[config.mk]
export PLATFORM = sky130hd
export DESIGN_NAME = if_id_skid_reg
export DESIGN_NICKNAME = d
export VERILOG_FILES = /design/src/rtl/if_id_skid_reg.sv
export SDC_FILE = /design/constraint.sdc
export NUM_CORES = 1
export LEC_CHECK = 0
export ABC_AREA = 1
export CORE_ASPECT_RATIO = 0.6
export CORE_MARGIN = 1.5
export CORE_UTILIZATION = 35
export CTS_CLUSTER_SIZE = 24
export DETAILED_ROUTE_END_ITERATION = 16
export GPL_ROUTABILITY_DRIVEN = 0
export HOLD_SLACK_MARGIN = 0.05
export PLACE_DENSITY = 0.58
export SYNTH_ARGS = -nofsm -noshare
export SYNTH_HDL_FRONTEND = slang
export SYNTH_SLANG_ARGS = --single-unit
[constraint.sdc]
create_clock -name clk -period 1.6 [get_ports clk]
set_input_delay 0.32 -clock clk [delete_from_list [all_inputs] [get_ports clk]]
set_output_delay 0.32 -clock clk [all_outputs]
set_load 0.005 [all_outputs]
[src/rtl/if_id_skid_reg.sv]
// rtl/if_id_skid_reg.sv - IF/ID pipeline register with valid/ready handshake and 2-entry skid buffer
//
// Purpose:
//   Holds one fetched PC/instruction pair for decode (main entry) plus one spare
//   slot (skid entry). The spare slot lets fetch keep running for one cycle after
//   decode stalls. Because of it, in_ready comes straight from a flop and has no
//   combinational path from out_ready. Flush squashes both entries. An empty head
//   presents NOP_INSTR to decode.
//
// Optional feature:
//   IF_ID_PERF_CNT_EN - when defined, adds saturating stall_cnt / flush_cnt outputs.
//
// Ports:
//   clk        rising-edge clock
//   reset      synchronous active-low reset
//   flush      squash all held entries; any same-cycle input transfer is dropped
//   in_valid   fetch presents in_pc / in_instr
//   in_ready   block can accept; registered, equals !skid_valid
//   in_pc      fetched PC
//   in_instr   fetched instruction
//   out_valid  head entry valid
//   out_ready  decode consumes the head entry
//   out_pc     PC of head entry (last loaded value when out_valid=0)
//   out_instr  head instruction, NOP_INSTR when out_valid=0
//   stall_cnt  (IF_ID_PERF_CNT_EN) cycles with out_valid=1 and out_ready=0
//   flush_cnt  (IF_ID_PERF_CNT_EN) flush cycles that squashed at least one entry

module if_id_skid_reg #(
  parameter int unsigned          PC_W      = 32,
  parameter int unsigned          INSTR_W   = 32,
  parameter logic [INSTR_W-1:0]   NOP_INSTR = 32'h0000_0013,
  parameter logic [PC_W-1:0]      RESET_PC  = 32'h0000_0000
) (
  input  logic               clk,
  input  logic               reset,
  input  logic               flush,
  input  logic               in_valid,
  output logic               in_ready,
  input  logic [PC_W-1:0]    in_pc,
  input  logic [INSTR_W-1:0] in_instr,
  output logic               out_valid,
  input  logic               out_ready,
  output logic [PC_W-1:0]    out_pc,
  output logic [INSTR_W-1:0] out_instr
`ifdef IF_ID_PERF_CNT_EN
  ,
  output logic [31:0]        stall_cnt,
  output logic [31:0]        flush_cnt
`endif
);

  logic               main_valid_q, main_valid_d;
  logic [PC_W-1:0]    main_pc_q,    main_pc_d;
  logic [INSTR_W-1:0] main_instr_q, main_instr_d;
  logic               skid_valid_q, skid_valid_d;
  logic [PC_W-1:0]    skid_pc_q,    skid_pc_d;
  logic [INSTR_W-1:0] skid_instr_q, skid_instr_d;

  logic in_fire;
  logic out_fire;

  assign in_ready  = !skid_valid_q;
  assign out_valid = main_valid_q;
  assign out_pc    = main_pc_q;
  assign out_instr = main_valid_q ? main_instr_q : NOP_INSTR;

  assign in_fire  = in_valid & in_ready;
  assign out_fire = main_valid_q & out_ready;

  always_comb begin
    main_valid_d = main_valid_q;
    main_pc_d    = main_pc_q;
    main_instr_d = main_instr_q;
    skid_valid_d = skid_valid_q;
    skid_pc_d    = skid_pc_q;
    skid_instr_d = skid_instr_q;

    if (flush) begin
      // main_pc is deliberately kept so out_pc does not glitch on a redirect
      main_valid_d = 1'b0;
      main_instr_d = NOP_INSTR;
      skid_valid_d = 1'b0;
    end else if (skid_valid_q) begin
      // in_ready is low here, so only the drain path can move data
      if (out_fire) begin
        main_valid_d = 1'b1;
        main_pc_d    = skid_pc_q;
        main_instr_d = skid_instr_q;
        skid_valid_d = 1'b0;
      end
    end else if (!main_valid_q || out_fire) begin
      // head is empty or leaving this cycle: input goes straight to main
      main_valid_d = in_fire;
      if (in_fire) begin
        main_pc_d    = in_pc;
        main_instr_d = in_instr;
      end
    end else if (in_fire) begin
      // head is stuck: park the new entry in the skid slot
      skid_valid_d = 1'b1;
      skid_pc_d    = in_pc;
      skid_instr_d = in_instr;
    end
  end

  always_ff @(posedge clk) begin
    if (!reset) begin
      main_valid_q <= 1'b0;
      main_pc_q    <= RESET_PC;
      main_instr_q <= NOP_INSTR;
      skid_valid_q <= 1'b0;
      skid_pc_q    <= RESET_PC;
      skid_instr_q <= NOP_INSTR;
    end else begin
      main_valid_q <= main_valid_d;
      main_pc_q    <= main_pc_d;
      main_instr_q <= main_instr_d;
      skid_valid_q <= skid_valid_d;
      skid_pc_q    <= skid_pc_d;
      skid_instr_q <= skid_instr_d;
    end
  end

`ifdef IF_ID_PERF_CNT_EN
  logic [31:0] stall_cnt_q, stall_cnt_d;
  logic [31:0] flush_cnt_q, flush_cnt_d;

  always_comb begin
    stall_cnt_d = stall_cnt_q;
    flush_cnt_d = flush_cnt_q;
    if (main_valid_q && !out_ready && (stall_cnt_q != 32'hFFFF_FFFF)) begin
      stall_cnt_d = stall_cnt_q + 32'd1;
    end
    // only flushes that actually squash something are interesting
    if (flush && (main_valid_q || skid_valid_q) && (flush_cnt_q != 32'hFFFF_FFFF)) begin
      flush_cnt_d = flush_cnt_q + 32'd1;
    end
  end

  always_ff @(posedge clk) begin
    if (!reset) begin
      stall_cnt_q <= 32'd0;
      flush_cnt_q <= 32'd0;
    end else begin
      stall_cnt_q <= stall_cnt_d;
      flush_cnt_q <= flush_cnt_d;
    end
  end

  assign stall_cnt = stall_cnt_q;
  assign flush_cnt = flush_cnt_q;
`endif

endmodule

# Yosys cells after proc, flatten, opt, wreduce, memory -nomap -nowiden
# Cells that the tools add are included.
# totals
reg_bits	130
latch_bits	0
ram_bits	0
mem_bits_ro	0
out_inout_bits	66
wordCells	39
mem_count	0
# classes
n_addsub	0
mul	0
div_mod_pow	0
order_cmp	0
eq_ne	1
shift	0
muxes	16
bitwise	6
n_reduce_logical	10
# op_table
cell	count
32-bit two-way mux	9
4-bit AND reduction	2
1-bit two-way mux	7
1-bit NOT	4
2-bit nonzero test	2
3-bit AND reduction	1
1-bit bitwise AND	2
1-bit logical NOT	2
2-bit by 1-bit != test with 1-bit output (second input constant)	1
2-bit AND reduction	1
2-bit OR reduction	1
1-bit logical OR	1

# Logic depth before layout (Yosys ltp)
# Gate-level depths: netlist (run 1).
# depth
depth_word	5
depth_mapped	9
mapped_depth_nobuf	7

# Worst setup path after synthesis (run 1)
# OpenSTA, ideal clock, no wires.
# synth_timing
path_type	reg2out
start	register main_valid_q, in the netlist out_valid
end	output out_instr[21]
arrival_ps	1104
setup_slack_ps	176
path_stages_with_launch	5
path_buffers	2
cell_sequence	dfxtp_1 clkbuf_1 clkbuf_1 nand2_1 inv_1
# synth_between
elab_chain_len	1
# synth_lines
item	line	text
start, declared	52	logic main_valid_q, main_valid_d;
start signal, assigned	115	main_valid_q <= main_valid_d;
32-bit two-way mux	65	assign out_instr = main_valid_q ? main_instr_q : NOP_INSTR;
end, declared	44	output logic [INSTR_W-1:0] out_instr
# No other way between the ends.

# Worst setup path after layout (run 1)
# layout_timing
start	register main_valid_q, in the netlist out_valid
end	output out_instr[0]
# Same word-level chain as after synthesis.

==> summary.txt, run 1 <==
STA
  – Fin. Hold Viols: 0
  – Fin crit period: 1600 ps
  – Worst Tran Pin Value: 456 ps
  – Final Max Slew Viols: 0
  – Fmax: ~620 MHz
  – Max_slew headroom: 69.6%
  – Final worst-path cycle share: 100%
  – Fin worst setup slack: -0.779 ps
  – Clock Skew: about 13 ps
  – RSZ-0062 raised after global routing: yes
  – Final setup fails: 1
  – Final setup TNS: -0.779 ps

Worst hold path
  – Worst hold-check path type: primary input to flop

Place
  – HPWL after detailed placement: between 9000 and 10000 µm
  – Port Buffers: between 100 and 150
  – Post-Place Worst Slack: -134 ps

Global route
  – Number of antenna violations at the first check in global routing: 1
  – Global route overflow: 0
  – GRT Util Overall: about 17%
  – Pin count of the biggest net entering global routing: 72
  – Global-route wire length before repair: about 25000 µm
  – Number of global-route vias before repair: roughly 5200

Finish
  – Share of cells above drive strength 1: between 10% and 20%
  – Layout area overhead: 41.4%
  – Final core occ: between 50% and 60%
  – Most common cell after layout, fill and taps aside: nand2_1
  – Final #Nets: ~1200
  – Most frequent cells in the layout: nand2_1, nor2_1, inv_1
  – Filler instances: roughly 1700

Critical path
  – Crit Path Max Fanout: 5
  – Crit-path max cell delay: about 370 ps
  – Worst setup EP type: output pin
  – CP top delay family: flip-flops
  – Crit start category: flop
  – Critical path's slowest cell: dfxtp_4
  – CP Cell Sequence: buf_12 -> inv_6 -> or2_4 -> buf_6
  – Worst EP required: 1280 ps
  – Critical path class: flop to output pin
  – Worst path buffer plus inverter count: 3
  – Crit path arrival time: 1280 ps

Route
  – Via total after detailed routing: between 5000 and 6000
  – WL final: ~15000 µm
  – DR iter-0 viols: between 300 and 400
  – DRC viols: 0
  – Via density: 4.14
  – Antenna Nets Post-Route: 0
  – Drt pass-1 iters: 5
  – Average wire per standard cell: ~11 µm

Synth
  – Distinct cells, synth: 17
  – Cells after Synth: approximately 1000
  – Cell area after synthesis: roughly 6200 µm²
  – Top cell type's share of synthesized area: a little over two fifths
  – Synth area leader: dfxtp_1
  – Syn Area/Cell: 6.01 µm²
  – Yosys reg bits: between 100 and 150
  – Synth area leaders: dfxtp_1, nand2_1, nor2_1, inv_1, o21ai_0
  – Post-synth net total: ~1100
  – Yosys synthesis warning count: 0
  – Post-synthesis sequential area ratio: 42.1%

Power and ir drop
  – Pleak: around 4.6 nW
  – P per Cell Area: 978 nW/µm²
  – Worst VDD drop: 666 µV

Clock network
  – Worst skew pair latency: between 400 and 500 ps
  – Reg clk slew, reported paths: around 60 ps
  – H-tree Lvls: 4
  – CTS Buf Count: 17
  – Clock Path Buffers: 2
  – TritonCTS clock tree: yes
  – CTS Hold Bufs: 0
  – CTS Sinks: 130
  – CTS root buffer: clkbuf_16

Run status
  – Failing checks: negative setup slack
  – Status: finished, violations left

Floorplan
  – Core ar.: 17200 µm²
  – # IOs: around 140
  – Total die area: about 19000 µm²
  – # rows: 37
  – Die X: around 170 µm
  – Initial Util: between 30 and 40%
  – Die height: ~110 µm

Flow run
  – Maxcap violations: 0
cells by family after synthesis:
logic type / after synthesis / synth area share (%)
AO/OA/AOI/OAI: 60 / 4.86
buffers and inverters: 215 / 14.5
AND/OR/NAND/NOR: 624 / 38.5
flip-flops: 130 / 42.1
area by class of cell:
| type | count | area, µm² | area share (%) |
|---|---|---|---|
| Timing Repair Buffer | 171 | 1800 | 20.6 |
| Multi-Input combinational cell | 684 | 2800 | 32.0 |
| Tap cell | 234 | 293 | 3.35 |
| Antenna cell | 1 | 2.50 | 0.0286 |
| Inverter | 159 | 604 | 6.91 |
| Sequential cell | 130 | 2620 | 30.0 |
| Clock inverter | 12 | 179 | 2.05 |
| Clock buffer | 20 | 447 | 5.11 |
layer usage:
layer	vias up	track usage (%)	part of all wire [%]
met2	94	25.1	42
li1	3243	-	-
met1	2501	23.6	52
met5	-	0	0
met4	0	3.85	0.51
met3	8	5.15	5.3
flip-flops by register name (all words and copies together) (netlist names):
name / flops
main_instr_q: 32
skid_instr_q: 32
skid_pc_q: 32
skid_valid_q: 1
out_valid: 1
out_pc: 32
stage by stage:
stage | hold WS [ps] | cells | power (mW) | instance area (µm²)
detailed placement | 451 | 1372 | 4.45 | 7900
CTS | 229 | 1410 | 8.67 | 8610
global placement | 451 | 1372 | 4.44 | 7900
global route | 245 | 1410 | 8.95 | 8740
floorplan | 429 | 1029 | 3.98 | 6180
finish | 246 | 1411 | 8.56 | 8750
tightest hold or removal path, cell delays in order:
cell and delay [ps]:
buf_4 140, nand2_1 110, a21oi_1 40
final timing paths:
check,from,end,slack [ps],depth (start not counted)
worst max-delay path,out_valid,out_instr[0],-0.8,4
worst min-delay path,reset,out_valid,250,3
worst max register to register,out_valid,skid_pc_q[29],120,9
worst min register to register,skid_instr_q[4],skid_instr_q[4],460,2
timing repair:
action | 4_1_cts | 5_1_grt
cloned | 2 | 1
gates resized for setup | 175 | 52
setup endpoints to repair | 42 | 51
endpoints found under the hold margin | 0 | 0
buffers inserted | 4 | 1
pin swaps | 0 | 1
synth_stat cells:
master / n
nand2_1: 357
nor2_1: 250
inv_1: 156
dfxtp_1: 130
o21ai_0: 59
buf_2: 26
clkbuf_1: 12
buf_1: 10
buf_6: 8
nand3_1: 8
inv_2: 3
nand2_2: 3
or2_2: 3
a21oi_1: 1
nand3_2: 1
nor2_4: 1
nor3_1: 1
power by group:
part | internal [mW] | switching [mW]
sequential | 3.36 | 0.0703
combinational | 0.498 | 0.485
clock | 2.66 | 1.48
Note: power is estimated with default switching activity, not from simulation.
==> run 2, diff against run 1 <==
- TNS_END_PERCENT: unset -> 30
==> summary.txt, run 2 (same netlist as run 1, synthesis figures left out) <==
Run status
  – Status: finished, violations left
  – Failing checks: negative setup slack

Global route
  – GRT Util Overall: 16.7%
  – Number of antenna violations at the first check in global routing: 1
  – Global route overflow: 0
  – Global-route wire length before repair: between 20000 and 25000 µm
  – Number of global-route vias before repair: approximately 5200
  – Pin count of the biggest net entering global routing: 72

Route
  – DRC viols: 0
  – Average wire per standard cell: roughly 11 µm
  – Via total after detailed routing: 5794
  – WL final: between 10000 and 15000 µm
  – Drt pass-1 iters: 5
  – Via density: about 4.1
  – Antenna Nets Post-Route: 0
  – DR iter-0 viols: 342

Critical path
  – Critical path class: flop to output pin
  – Crit Path Max Fanout: 5
  – Crit path arrival time: about 1300 ps
  – Worst EP required: around 1300 ps
  – Crit start category: flop
  – Worst setup EP type: output pin

STA
  – RSZ-0062 raised after global routing: yes
  – Fin. Hold Viols: 0
  – Max_slew headroom: a little under 70%
  – Worst Hold Margin: about 240 ps
  – Final setup fails: 4
  – Final Max Slew Viols: 0
  – Clock Skew: 12.3 ps
  – Fin worst setup slack: -63.7 ps
  – Final worst-path cycle share: 104%
  – Fmax: 601 MHz
  – Worst Tran Pin Value: 460 ps
  – Fin crit period: between 1500 and 2000 ps

Clock network
  – TritonCTS clock tree: yes
  – CTS Buf Count: 17
  – H-tree Lvls: 4
  – Worst skew pair latency: about 400 ps
  – CTS root buffer: clkbuf_16
  – CTS Sinks: between 100 and 150
  – CTS Hold Bufs: 0
  – Clock Path Buffers: 2
  – Reg clk slew, reported paths: ~60 ps

Floorplan
  – Die height: 106 µm
  – Core ar.: about 17000 µm²
  – Total die area: 18500 µm²
  – # rows: 37
  – Initial Util: a little over a third
  – # IOs: between 100 and 150
  – Die X: approximately 170 µm

Finish
  – Share of cells above drive strength 1: a little under an eighth
  – Final core occ: around half
  – Layout area overhead: 39.1%
  – Final #Nets: 1230
  – Most frequent cells in the layout: nand2_1, nor2_1, inv_1
  – Finished Layout Cells: between 1000 and 1500
  – FF/Latch Area: approximately 2600 µm²
  – Filler instances: between 1500 and 2000
  – Multi-input logic area: 2740 µm²
  – Most common cell after layout, fill and taps aside: nand2_1

Place
  – Port Buffers: between 100 and 150
  – HPWL after detailed placement: a little under 10000 µm
  – Placed Cells: around 1400

Worst hold path
  – Worst hold-check path type: primary input to flop

Power and ir drop
  – P per Cell Area: approximately 990 nW/µm²
  – Worst VDD drop: 666 µV
  – Overall power: roughly 8.5 mW
  – Pleak: between 4 and 5 nW

Flow run
  – Maxcap violations: 0
[run 2: worst max-delay path, stage by stage (launching register included)]
cell and delay (ps):
dfxtp_4 370, buf_12 130, inv_2 50, or2_2 260
buf_2 130
[run 2: stage by stage]
step	area (µm²)	TNS, ps	worst slack [ps]
global route	8600	-702	-117
floorplan	6180	0	176
finish	8600	-132	-63.7
detailed placement	7900	-6690	-134
CTS	8600	-987	-112
global placement	7900	-6270	-142
[run 2: path summary, 6_finish.rpt]
| kind | slack [ps] | end | cells after the start | start |
|---|---|---|---|---|
| max | -60 | out_instr[4] | 4 | out_valid |
| min | 240 | out_valid | 3 | reset |
| max reg2reg | 160 | skid_instr_q[1] | 8 | out_valid |
| min reg2reg | 460 | skid_instr_q[0] | 2 | skid_instr_q[0] |
[run 2: what timing repair did]
item                       in CTS  in global routing
buffers inserted                3                  0
resized for setup             143                 38
setup endpoints to repair      42                 52
pin swaps                       0                  1
gates cloned                    2                  0
[run 2: area by class of cell]
| cell class | instances | share of cell area [%] |
|---|---|---|
| Antenna cell | 1 | 0.0291 |
| Clock inverter | 12 | 2.08 |
| Sequential cell | 130 | 30.5 |
| Multi-Input combinational cell | 684 | 31.8 |
| Tap cell | 234 | 3.40 |
| Clock buffer | 20 | 5.19 |
| Inverter | 159 | 6.97 |
| Timing Repair Buffer | 169 | 20.1 |
[run 2: routing by layer]
layer	vias to the layer above	wire, µm	track usage [%]
met5	-	0	0
met4	0	75	3.85
met3	8	748	5.01
met2	94	6280	25.1
met1	2457	7840	23.3
li1	3235	-	-
[run 2: report_power, final]
| part | total, mW | leakage (nW) | switching (mW) | internal, mW |
|---|---|---|---|---|
| Clock | 4.14 | 0.305 | 1.48 | 2.66 |
| Combinational | 0.967 | 3.15 | 0.476 | 0.491 |
| Sequential | 3.43 | 1.06 | 0.0648 | 3.36 |
==> run 3, diff against run 2 <==
- CAP_MARGIN: unset -> 20
==> results of run 3 <==
Final layout, timing and power as in run 2 (identical DEF).
